[src/rtl/icache_responder.sv]
// rtl/icache_responder.sv - direct-mapped read-only instruction cache serving the IF stage
// Hits answer combinationally; misses stall the fetch and refill the whole line from word 0.
module icache_responder #(
  parameter int          LINES          = 16,
  parameter int          WORDS_PER_LINE = 4,
  parameter logic [31:0] NOP_INSTR      = 32'h00000013
) (
  input  logic        clk,
  input  logic        reset,
  input  logic [31:0] imem_addr,
  input  logic        imem_read,
  output logic [31:0] imem_data,
  output logic        imem_ready,
  input  logic        invalidate,
  output logic        mem_req,
  output logic [31:0] mem_addr,
  input  logic        mem_valid,
  input  logic [31:0] mem_rdata
);

  localparam int OFF_W = $clog2(WORDS_PER_LINE);
  localparam int IDX_W = $clog2(LINES);
  localparam int TAG_W = 30 - OFF_W - IDX_W;

  typedef enum logic {IDLE, REFILL} state_t;

  state_t             state, state_next;
  logic [OFF_W-1:0]   cnt;
  logic               drop;
  logic [TAG_W-1:0]   line_tag;
  logic [IDX_W-1:0]   line_idx;
  logic [LINES-1:0]   valid;
  logic [TAG_W-1:0]   tag_mem  [LINES];
  logic [31:0]        data_mem [LINES*WORDS_PER_LINE];

  logic [OFF_W-1:0]   a_off;
  logic [IDX_W-1:0]   a_idx;
  logic [TAG_W-1:0]   a_tag;
  logic               hit;
  logic               xfer;
  logic               last;
  logic               unused_addr_bits;

  assign a_off = imem_addr[2 +: OFF_W];
  assign a_idx = imem_addr[2+OFF_W +: IDX_W];
  assign a_tag = imem_addr[31 -: TAG_W];
  assign unused_addr_bits = ^imem_addr[1:0];

  assign hit  = valid[a_idx] && (tag_mem[a_idx] == a_tag);
  assign xfer = (state == REFILL) && mem_valid;
  assign last = xfer && (cnt == '1);

  always_ff @(posedge clk) begin
    if (reset) begin
      state    <= IDLE;
      cnt      <= '0;
      drop     <= 1'b0;
      valid    <= '0;
      line_tag <= '0;
      line_idx <= '0;
    end else begin
      state <= state_next;
      if (state == IDLE) begin
        // The lookup this cycle already used the old valid bits.
        if (invalidate)
          valid <= '0;
        if (imem_read && !hit) begin
          line_tag <= a_tag;
          line_idx <= a_idx;
          cnt      <= '0;
        end
      end else begin
        if (invalidate) begin
          valid <= '0;
          drop  <= 1'b1;
        end
        if (xfer)
          cnt <= cnt + 1'b1;
        if (last) begin
          // A fence.i arriving on the final beat must also keep the line invalid.
          if (!drop && !invalidate)
            valid[line_idx] <= 1'b1;
          drop <= 1'b0;
        end
      end
    end
  end

  always_ff @(posedge clk) begin
    if (xfer)
      data_mem[{line_idx, cnt}] <= mem_rdata;
    if (last)
      tag_mem[line_idx] <= line_tag;
  end

  always_comb begin
    state_next = state;
    imem_ready = 1'b1;
    imem_data  = NOP_INSTR;
    mem_req    = 1'b0;
    mem_addr   = '0;
    case (state)
      IDLE: begin
        if (imem_read) begin
          if (hit) begin
            imem_data = data_mem[{a_idx, a_off}];
          end else begin
            imem_ready = 1'b0;
            state_next = REFILL;
          end
        end
      end
      REFILL: begin
        imem_ready = 1'b0;
        mem_req    = 1'b1;
        mem_addr   = {line_tag, line_idx, cnt, 2'b00};
        if (last)
          state_next = IDLE;
      end
      default: state_next = IDLE;
    endcase
  end

endmodule

[config.mk]
export PLATFORM = sky130hd
export DESIGN_NAME = icache_responder
export DESIGN_NICKNAME = d
export VERILOG_FILES = /design/src/rtl/icache_responder.sv
export SDC_FILE = /design/constraint.sdc
export NUM_CORES = 2
export LEC_CHECK = 0
export ABC_AREA = 0
export BUFFER_PORTS_ARGS = -buffer_cell sky130_fd_sc_hd__buf_4
export CORE_ASPECT_RATIO = 1.4
export CORE_MARGIN = 2
export CORE_UTILIZATION = 55
export CTS_CLUSTER_DIAMETER = 100
export DETAILED_ROUTE_END_ITERATION = 10
export MAX_ROUTING_LAYER = met4
export PLACE_DENSITY = 0.71
export SETUP_SLACK_MARGIN = 0.3
export SYNTH_ARGS = -nofsm -noshare
export SYNTH_HDL_FRONTEND = slang
export SYNTH_SLANG_ARGS = --single-unit
[constraint.sdc]
create_clock -name clk -period 7.5 [get_ports clk]
set_clock_uncertainty 0.1 [all_clocks]
set_input_delay 1.5 -clock clk [delete_from_list [all_inputs] [get_ports clk]]
set_output_delay 1.5 -clock clk [all_outputs]
set_load 0.1 [all_outputs]
==> results.py <==
metrics = {
    "hold_path": {
        "worstHoldStart": "valid[12]",
        "hold_path_class": "reg -> reg",
        "hold_path_depth": 2,
        "hold_path_end": "valid[12]",
    },
    "global_routing": {
        "grt_max_degree": 83,
        "antenna_found_initial": 20,
        "grt-ovfl-total": 0,
        "grt_usage_pct": 29.1,
        "grt_pass1_vias": 46046,
        "grt_pass1_wl_microns": 346000,
    },
    "cells_and_area": {
        "fin_util_pct": 62.1,
        "postLayoutCellArea_sq_um": 108000,
        "area_delta_synth_final_pct": 12.3,
        "fin_nets": 4448,
        "drive_gt1_share_pct": 31.5,
    },
    "critical_path": {
        "cp-end-kind": "output pin",
        "crit_arrival_ps": 5380,
        "crit_path_top_delay_cell": "mux4_2",
        "r2r_slack_ps": 3290,
        "required_ps": 5900,
        "cp_common_cell": "buf_4",
        "r2r_cells": 10,
        "regToRegStartpoint": "tag_mem[0][4]",
        "path_buf_inv": 5,
        "critPathKind": "in -> out",
        "worstPathCellList": "buf_6 -> buf_4 -> mux4_2 -> mux4_2 -> xor2_1 -> a31oi_1 -> o2111ai_1 -> nor3_1 -> nand4_1 -> buf_4 -> buf_4 -> or2_2 -> buf_4",
        "critPathTopFamily": "buffers and inverters",
        "reg2reg_to": "line_tag[3]",
        "worstPathMaxFanout": 23,
        "worstSetupStartpointType": "input pin",
        "max_stage_delay_ps": 530,
    },
    "synth": {
        "ys_ff_latch": 2480,
        "synth_top_area_share_pct": 76.1,
        "async_flop_share_pct": 0,
        "synth_ff_type": "edfxtp_1",
        "syn_avg_cell_area_sq_um": 23.3,
        "syn_area_sq_um": 95900,
        "synth_commonest_cells": "edfxtp_1 (2,432), mux4_2 (748), clkbuf_1 (181)",
        "synth_top_area_cell": "edfxtp_1",
        "synthTopCellsByArea": "edfxtp_1 (76%), mux4_2 (18%), dfxtp_1 (1.0%), clkbuf_1 (0.71%), mux2i_1 (0.66%)",
        "synth-edff-count": 2432,
        "yosysWarnings": 0,
        "yosysMostFrequentCell": "edfxtp_1",
        "netlist_instances": 4126,
        "ys_seq_area_share_pct": 77.1,
        "synth.distinct_cells": 62,
    },
    "detailed_routing": {
        "wirelength_microns": 247000,
        "via_per_inst": 6.69,
        "drtAntennaViolNets": 0,
        "dr.first_iter.drc_count": 6386,
        "drcViolationCount": 0,
        "wl_per_cell_microns": 36.0,
        "num_vias": 45887,
        "firstDrtPassIters": 8,
    },
    "job": {
        "maxCapViolations": 0,
    },
    "place": {
        "hpwl_microns": 139000,
        "io_buffer_count": 130,
        "gp_congestion": 0.858,
        "place_area_sq_um": 101000,
    },
    "timing": {
        "slew_headroom_pct": 15.5,
        "fin_crit_sh_pct": 93.1,
        "hold_viol": 0,
        "fmax_mhz": 143,
        "finalSetupViolations": 0,
        "post-route-min-period_ps": 6980,
        "slew_violations": 0,
        "setup-tns-final_ps": 0,
        "grt_setup_unrepaired": "no",
        "tightest_slew_ps": 1270,
    },
    "clock_network": {
        "cts.clk_slew.worst_paths_ps": 60,
        "htree_num_levels": 4,
        "cts-root-buf": "clkbuf_16",
        "insertion_delay_ps": 880,
        "cts_sinks": 2480,
        "cts_hold_buffers": 0,
        "cts_tree": "built",
        "cts-buffers-inserted": 212,
        "clockBufferDepth": 3,
    },
    "floorplan": {
        "fp-row-count": 181,
        "die_h_microns": 498,
        "initial_core_util_pct": 55.3,
        "chipWidth_microns": 357,
        "die-area_sq_um": 178000,
        "ioPinCount": 135,
        "core-area_sq_um": 173000,
    },
    "power": {
        "switchingPower_mw": 5.86,
        "swShare_pct": 21.1,
        "p_leak_nw": 33.5,
        "power_frac_comb_pct": 5.3,
        "p_per_area_nw_per_um2": 258,
        "intPower_mw": 21.9,
        "seqPwrFrac_pct": 55.4,
        "p_clk_share_pct": 39.3,
        "ir_drop_uv": 250,
    },
    "run_status": {
        "status": "complete, no violations",
    },
}
==> registers in the layout, summed over array words and instances (netlist names) <==
signal and flops:
data_mem 2048, tag_mem 384, line_tag 24, valid 16
line_idx 4, cnt 2, drop 1, state 1
==> cell families after synthesis <==
logic type / share of synthesized area [%]
and+or+nand+nor: 1.96
AOI/OAI and AO/OA: 1.14
muxes: 18.4
buffers and inverters: 1.06
DFF: 77.1
adders and majority gates: 0.0130
xor gates and xnor gates: 0.320
other: 0.00391
==> worst min-delay path, cell delays in order, from the launching register on <==
cell and delay (ps):
dfxtp_1 320, a21oi_1 40, nor2_1 80
==> what timing repair did <==
item | in CTS | in global routing
resized for setup | 1 | 1
setup endpoints to repair | 32 | 32
buffers inserted | 0 | 2
pin swaps | 0 | 1
==> per-stage QoR <==
stage | worst slack [ps] | cells | total power, mW | hold WS, ps
after global routing | 393 | 6858 | 28.4 | 394
after detailed placement | 178 | 6449 | 17.2 | 356
after global placement | 168 | 6449 | 17.1 | 345
final | 516 | 6861 | 27.8 | 376
after CTS | 314 | 6841 | 27.9 | 373
after floorplan | 248 | 4127 | 16.5 | 331
==> cell usage in the layout (no fill, tap or decap), types with 23 or more instances in the layout <==
cell | netlist | final
edfxtp_1 | 2432 | 2432
mux4_2 | 748 | 748
buf_4 | 5 | 244
clkbuf_16 | 0 | 216
nor2_4 | 0 | 80
mux2i_1 | 63 | 63
nor2_1 | 141 | 61
nand2_1 | 55 | 55
clkinv_1 | 2 | 52
a21oi_1 | 51 | 50
dfxtp_1 | 48 | 48
clkbuf_1 | 181 | 43
clkinv_2 | 0 | 38
nor2b_1 | 39 | 37
and2_1 | 34 | 34
and3_1 | 33 | 33
o21ai_0 | 33 | 33
buf_12 | 0 | 25
o311ai_0 | 23 | 23
==> how the worst max path moves through the flow <==
stage	start	to	depth (start not counted)
3_3_place_gp	imem_addr[5]	imem_data[1]	12
4_1_cts	imem_addr[5]	imem_data[1]	12
3_5_place_dp	imem_addr[5]	imem_data[1]	12
5_1_grt	imem_addr[5]	imem_data[0]	13
2_1_floorplan	imem_addr[6]	imem_data[10]	13
6_report	imem_addr[5]	imem_data[0]	13
==> per-layer routing <==
layer	track usage [%]	part of all wire, %	up-vias
li1	-	-	18154
met1	36.1	35	24503
met2	47.5	51	2687
met3	5.75	9.7	543
met4	11.8	4.4	0
met5	-	0	-
==> power groups by stage <==
stage               Sequential (mW)  Clock [mW]  Combinational (mW)
finish                         15.4        10.9                1.48
global route                   15.4        11.5                1.56
CTS                            15.4        11.0                1.49
detailed placement             15.7           0                1.48
global placement               15.7           0                1.46
floorplan                      15.6           0               0.888
==> final cells by class <==
type | instances | area [sq um]
flip-flops and latches | 2480 | 74000
fillers | 11476 | 65800
multi-input cells | 1405 | 21500
clock buffers | 263 | 5620
well taps | 2287 | 2860
repair buffers | 275 | 2410
clock inverters | 129 | 1210
diodes | 18 | 45.0
inverters | 4 | 20.0
No activity file was read; power rests on OpenSTA's default activity.
